### config.mk
export PLATFORM = sky130hd
export DESIGN_NAME = gearbox_rx_flat
export DESIGN_NICKNAME = d
export VERILOG_FILES = /design/src/rtl/gearbox_rx_if.sv /design/src/rtl/gearbox_rx.sv /design/src/flat_wrapper.sv
export SDC_FILE = /design/constraint.sdc
export NUM_CORES = 1
export LEC_CHECK = 0
export CORE_UTILIZATION = 35
export CTS_CLUSTER_SIZE = 14
export DETAILED_ROUTE_END_ITERATION = 7
export PLACE_DENSITY = 0.51
export SYNTH_ARGS = -nofsm -noshare
export SYNTH_HDL_FRONTEND = slang
export SYNTH_SLANG_ARGS = --single-unit
### constraint.sdc
create_clock -name clk -period 8.9 [get_ports clk]
set_input_delay 1.78 -clock clk [delete_from_list [all_inputs] [get_ports clk]]
set_output_delay 1.78 -clock clk [all_outputs]
set_load 0.01 [all_outputs]
### src/rtl/gearbox_rx_if.sv
// Lane receive bundle between the SerDes word stream and the PCS RX.
// Carries slip_cnt_o only when GEARBOX_RX_SLIP_CNT_EN is defined.
interface gearbox_rx_if #(
    parameter int IN_W   = 32,
    parameter int HEAD_W = 2,
    parameter int DATA_W = 64
);
    logic              in_v_i;
    logic [IN_W-1:0]   in_data_i;
    logic              slip_i;
    logic              valid_o;
    logic [HEAD_W-1:0] head_o;
    logic [DATA_W-1:0] data_o;
`ifdef GEARBOX_RX_SLIP_CNT_EN
    logic [7:0]        slip_cnt_o;

    modport master (
        output in_v_i, in_data_i, slip_i,
        input  valid_o, head_o, data_o, slip_cnt_o
    );
    modport slave (
        input  in_v_i, in_data_i, slip_i,
        output valid_o, head_o, data_o, slip_cnt_o
    );
`else
    modport master (
        output in_v_i, in_data_i, slip_i,
        input  valid_o, head_o, data_o
    );
    modport slave (
        input  in_v_i, in_data_i, slip_i,
        output valid_o, head_o, data_o
    );
`endif
endinterface

### src/rtl/gearbox_rx.sv
// Per-lane RX gearbox: packs IN_W-bit SerDes words into 66-bit blocks.
// Optional applied-slip counter enabled by GEARBOX_RX_SLIP_CNT_EN.
module gearbox_rx #(
    parameter int IN_W   = 32,
    parameter int HEAD_W = 2,
    parameter int DATA_W = 64
) (
    input logic         clk,
    input logic         nreset,
    gearbox_rx_if.slave bus
);
    localparam int BLOCK_W = HEAD_W + DATA_W;
    localparam int BUF_W   = BLOCK_W + IN_W - 1;
    localparam int CNT_W   = $clog2(BUF_W + 1);

    logic [BUF_W-1:0] bits_q, bits_n;
    logic [CNT_W-1:0] cnt_q, cnt_n;
    logic             slip_pend, slip_pend_n;

    logic [BUF_W-1:0] app_bits, slip_bits;
    logic [CNT_W-1:0] app_cnt, slip_cnt;
    logic             slip_req, do_slip, emit;

    always_comb begin
        app_bits = bits_q;
        app_cnt  = cnt_q;
        if (bus.in_v_i) begin
            app_bits = bits_q | (BUF_W'(bus.in_data_i) << cnt_q);
            app_cnt  = cnt_q + CNT_W'(IN_W);
        end

        // A slip with no bits buffered waits for the next bit to arrive
        slip_req    = bus.slip_i || slip_pend;
        do_slip     = slip_req && (app_cnt != '0);
        slip_pend_n = slip_req && (app_cnt == '0);
        slip_bits   = app_bits;
        slip_cnt    = app_cnt;
        if (do_slip) begin
            slip_bits = app_bits >> 1;
            slip_cnt  = app_cnt - 1'b1;
        end

        emit   = (slip_cnt >= CNT_W'(BLOCK_W));
        bits_n = slip_bits;
        cnt_n  = slip_cnt;
        if (emit) begin
            bits_n = slip_bits >> BLOCK_W;
            cnt_n  = slip_cnt - CNT_W'(BLOCK_W);
        end
    end

    always_ff @(posedge clk or negedge nreset) begin
        if (!nreset) begin
            bits_q      <= '0;
            cnt_q       <= '0;
            slip_pend   <= 1'b0;
            bus.valid_o <= 1'b0;
            bus.head_o  <= '0;
            bus.data_o  <= '0;
        end else begin
            bits_q      <= bits_n;
            cnt_q       <= cnt_n;
            slip_pend   <= slip_pend_n;
            bus.valid_o <= emit;
            if (emit) begin
                bus.head_o <= slip_bits[HEAD_W-1:0];
                bus.data_o <= slip_bits[BLOCK_W-1:HEAD_W];
            end
        end
    end

`ifdef GEARBOX_RX_SLIP_CNT_EN
    always_ff @(posedge clk or negedge nreset) begin
        if (!nreset) begin
            bus.slip_cnt_o <= '0;
        end else if (do_slip && (bus.slip_cnt_o != 8'hff)) begin
            bus.slip_cnt_o <= bus.slip_cnt_o + 8'd1;
        end
    end
`endif
endmodule
### src/flat_wrapper.sv
// flat-port wrapper written by rule: the top's interface ports become plain ports
module gearbox_rx_flat 
#(
    parameter int IN_W   = 32,
    parameter int HEAD_W = 2,
    parameter int DATA_W = 64
)
  (clk, nreset, bus_in_v_i, bus_in_data_i, bus_slip_i, bus_valid_o, bus_head_o, bus_data_o);
  gearbox_rx_if #(.IN_W(IN_W), .HEAD_W(HEAD_W), .DATA_W(DATA_W)) bus_i ();
  input logic clk;
  input logic nreset;
  input wire logic [$bits(bus_i.in_v_i)-1:0] bus_in_v_i;
  input wire logic [$bits(bus_i.in_data_i)-1:0] bus_in_data_i;
  input wire logic [$bits(bus_i.slip_i)-1:0] bus_slip_i;
  output wire logic [$bits(bus_i.valid_o)-1:0] bus_valid_o;
  output wire logic [$bits(bus_i.head_o)-1:0] bus_head_o;
  output wire logic [$bits(bus_i.data_o)-1:0] bus_data_o;
  assign bus_i.in_v_i = bus_in_v_i;
  assign bus_i.in_data_i = bus_in_data_i;
  assign bus_i.slip_i = bus_slip_i;
  assign bus_valid_o = bus_i.valid_o;
  assign bus_head_o = bus_i.head_o;
  assign bus_data_o = bus_i.data_o;
  gearbox_rx #(.IN_W(IN_W), .HEAD_W(HEAD_W), .DATA_W(DATA_W)) u_core (.clk(clk), .nreset(nreset), .bus(bus_i));
endmodule
==> flow_metrics.py <==
metrics = {
    "route": {
        "wl_per_cell_um": 25.8,
        "dr.pass1.iters": 5,
        "drc": 0,
        "viasPerCell": 6.18,
        "finalWirelength_mm": 44.0,
        "drtIter0Drc": 981,
        "drtAntennaViolNets": 0,
        "vias": 10500,
    },
    "sta": {
        "fin_skew_ns": 0.0127,
        "tns_ns": 0,
        "hold_viol": 0,
        "tightestPinTransition_ns": 1.44,
        "max_freq_ghz": 0.170,
        "setup_violations": 0,
        "rsz0062_at_grt": "no",
        "drv_slew": 0,
        "fin_crit_ns": 5.88,
        "slew_headroom_pct": 3.62,
        "period_share_pct": 66.1,
    },
    "clock_network": {
        "clock_latency_ns": 0.46,
        "clk_pin_slew_worst_paths_ns": 0.08,
        "cts_resized": 0,
        "ctsHtreeMaxLevel": 4,
        "cts_buffers": 17,
        "cts.path.max_buffers": 2,
        "root_buffer": "clkbuf_16",
        "cts_sinks": 172,
        "postCtsSetupBuffers": 0,
        "cts_tree": "done",
        "cts-hold-fix-buffers": 0,
    },
    "setup_path": {
        "crit_buf_inv": 4,
        "cp-start-kind": "input port",
        "crit_path_frequent_cell": "buf_4",
        "crit_slowest_cell": "nand2_4",
        "crit_chain": "clkdlybuf4s50_1, buf_4, and3_1, o211ai_1, nand2_4, a21oi_1, ha_1, a21bo_2, or3_1, o31ai_4, inv_2, buf_4, mux2_1",
        "critPathMaxStageDelay_ns": 0.43,
        "required_ns": 9.25,
        "path_max_fanout": 69,
        "critical_path_arrival_ns": 6.22,
        "critical-path-top-delay-family": "buffers and inverters",
        "endpoint_kind": "flop",
        "critPathKind": "in -> reg",
    },
    "global_routing": {
        "grt_max_degree": 162,
        "track_usage_pct": 27.2,
        "grt_pass1_wl_mm": 66.2,
        "gr-total-overflow": 0,
        "grt_pass1_vias": 10300,
        "antenna_found_initial": 0,
    },
    "cells_and_area": {
        "fin_util_pct": 41.7,
        "final_nets": 1331,
        "syn2layout_area_growth_pct": 17.3,
        "drive_gt1_share_pct": 11.3,
        "fillers": 3181,
    },
    "floorplan": {
        "core_region_area_mm2": 0.0316,
        "num_io_pins": 103,
        "fp.dieH_um": 181,
        "die_w_um": 181,
        "dieArea_mm2": 0.0328,
        "initial_utilization_pct": 35.6,
        "core.rowCount": 65,
    },
    "power": {
        "p_total_w": 0.00604,
        "p_leak_nw": 5.46,
        "ir_drop_mv": 0.277,
        "power_density_mw_per_mm2": 459,
    },
    "flow_run": {
        "cap_viol_max_count": 0,
    },
    "synthesis": {
        "synthArstFlopShare_pct": 100,
        "synth_compound_area_share_pct": 23.3,
        "synthTopCellsByCount": "nand2_1, dfrtp_1, nor2_1, o21ai_0, a21oi_1",
        "ys_seq_elements": 172,
        "synth_most_common_cell": "nand2_1",
        "syn_area_mm2": 0.0112,
        "synth_top_area_share_pct": 38.3,
        "synth_nets": 1286,
        "synth_simple_gate_area_share_pct": 17.1,
        "synthCells": 1247,
        "ys_seq_area_share_pct": 38.3,
        "synthFlopType": "dfrtp_1",
        "synth_top_family_by_area": "compound AO/OA/AOI/OAI gates",
        "yosys_warnings": 0,
        "synthXorXnorAreaFrac_pct": 0.390,
        "synth_edf_count": 0,
        "synth_top_cell_by_area": "dfrtp_1",
        "synthAdderAreaFrac_pct": 0.334,
        "synth.top_cells.by_area": "dfrtp_1, mux4_2, mux2i_1",
        "synth_cell_type_count": 79,
        "synthMuxAreaShare_pct": 16.1,
        "syn_avg_cell_area_um2": 9.00,
    },
    "placement": {
        "port_buffers": 102,
        "place.gp.congestion": 0.954,
        "post-dp-hpwl_mm": 30.8,
    },
    "outcome": {
        "status": "completed",
    },
    "min_path": {
        "hp-class": "reg -> reg",
    },
}
==> flip-flops by register name, indices dropped and copies added, names as in the netlist <==
signal              count
u_core.bus.valid_o      1
u_core.slip_pend        1
u_core.bus.head_o       2
u_core.bits_q          97
u_core.cnt_q            7
u_core.bus.data_o      64
==> cell usage in the layout (no fill, tap or decap), types with 11 or more instances in the layout <==
| cell type | Yosys | routed |
|---|---|---|
| mux2i_1 | 67 | 67 |
| o22ai_1 | 13 | 13 |
| clkbuf_16 | 0 | 17 |
| a21o_1 | 11 | 11 |
| a22oi_1 | 12 | 12 |
| nand2_1 | 174 | 173 |
| nor3_1 | 23 | 22 |
| nor2_1 | 142 | 141 |
| mux4_2 | 35 | 35 |
| o221ai_1 | 11 | 11 |
| a211oi_1 | 21 | 20 |
| dfrtp_1 | 172 | 170 |
| o211ai_1 | 12 | 12 |
| buf_4 | 5 | 25 |
| o31ai_1 | 11 | 11 |
| and2_1 | 16 | 16 |
| a21oi_1 | 69 | 69 |
| mux2_2 | 29 | 29 |
| a221oi_1 | 15 | 15 |
| o21ai_0 | 113 | 113 |
| nand3_1 | 25 | 25 |
| clkdlybuf4s50_1 | 0 | 101 |
==> per-stage QoR <==
stage | cell area, µm² | std cells | setup WS (ns) | hold slack [ns]
after floorplan | 11200 | 1247 | 4.01 | 0.505
after global placement | 12500 | 1675 | 2.62 | 0.467
after detailed placement | 12500 | 1675 | 2.55 | 0.469
after CTS | 13200 | 1707 | 3.02 | 0.485
after global routing | 13200 | 1707 | 2.71 | 0.501
final | 13200 | 1708 | 3.02 | 0.478
==> path summary, 6_finish.rpt <==
check	startpoint	slack, ns	cells after the start	endpoint
min reg2reg	u_core.bus.data_o[27]	0.48	1	u_core.bus.data_o[27]
max in group asynchronous	nreset	6.28	2	u_core.cnt_q[3]
max	bus_in_v_i	3.02	13	u_core.bus.data_o[25]
min	u_core.bus.data_o[27]	0.48	1	u_core.bus.data_o[27]
min in group asynchronous	nreset	1.31	1	u_core.bits_q[63]
max reg2reg	u_core.cnt_q[1]	4.00	13	u_core.bus.data_o[25]
==> layer usage <==
| layer | vias to the layer above | global-route usage [%] | part of all wire (%) |
|---|---|---|---|
| li1 | 4703 | - | - |
| met1 | 5258 | 37.4 | 44 |
| met2 | 488 | 41.0 | 45 |
| met3 | 98 | 5.32 | 7.8 |
| met4 | 0 | 12.6 | 4.0 |
| met5 | - | 0 | 0 |
==> kinds of logic (layout without fill, tap and decap cells) <==
| logic type | count (synthesis) | in the layout |
|---|---|---|
| adder cells (fa/ha/maj) | 3 | 3 |
| flip-flops | 172 | 172 |
| other | 0 | 1 |
| multiplexers | 133 | 133 |
| AND/OR/NAND/NOR | 435 | 435 |
| AO/OA/AOI/OAI | 389 | 389 |
| XOR/XNOR | 5 | 5 |
| buffers and inverters | 110 | 168 |
==> power by group <==
| group | leakage, nW | total, W | switching (W) | internal, W |
|---|---|---|---|---|
| registers | 2.11 | 0.00136 | 0.000189 | 0.00117 |
| clock network | 0.304 | 0.000812 | 0.000358 | 0.000454 |
| logic | 3.05 | 0.00387 | 0.00249 | 0.00138 |
| total | 5.46 | 0.00604 | 0.00304 | 0.00300 |
==> layout make-up <==
class | count | area, µm² | area share (%)
multi-input cells | 965 | 6460 | 49.1
flip-flops and latches | 172 | 4310 | 32.7
clock buffers | 18 | 429 | 3.26
clock inverters | 14 | 198 | 1.50
diodes | 1 | 2.50 | 0.0190
inverters | 8 | 30.0 | 0.228
repair buffers | 128 | 1230 | 9.34
well taps | 402 | 503 | 3.82
Note: power is estimated with default switching activity, not from simulation.
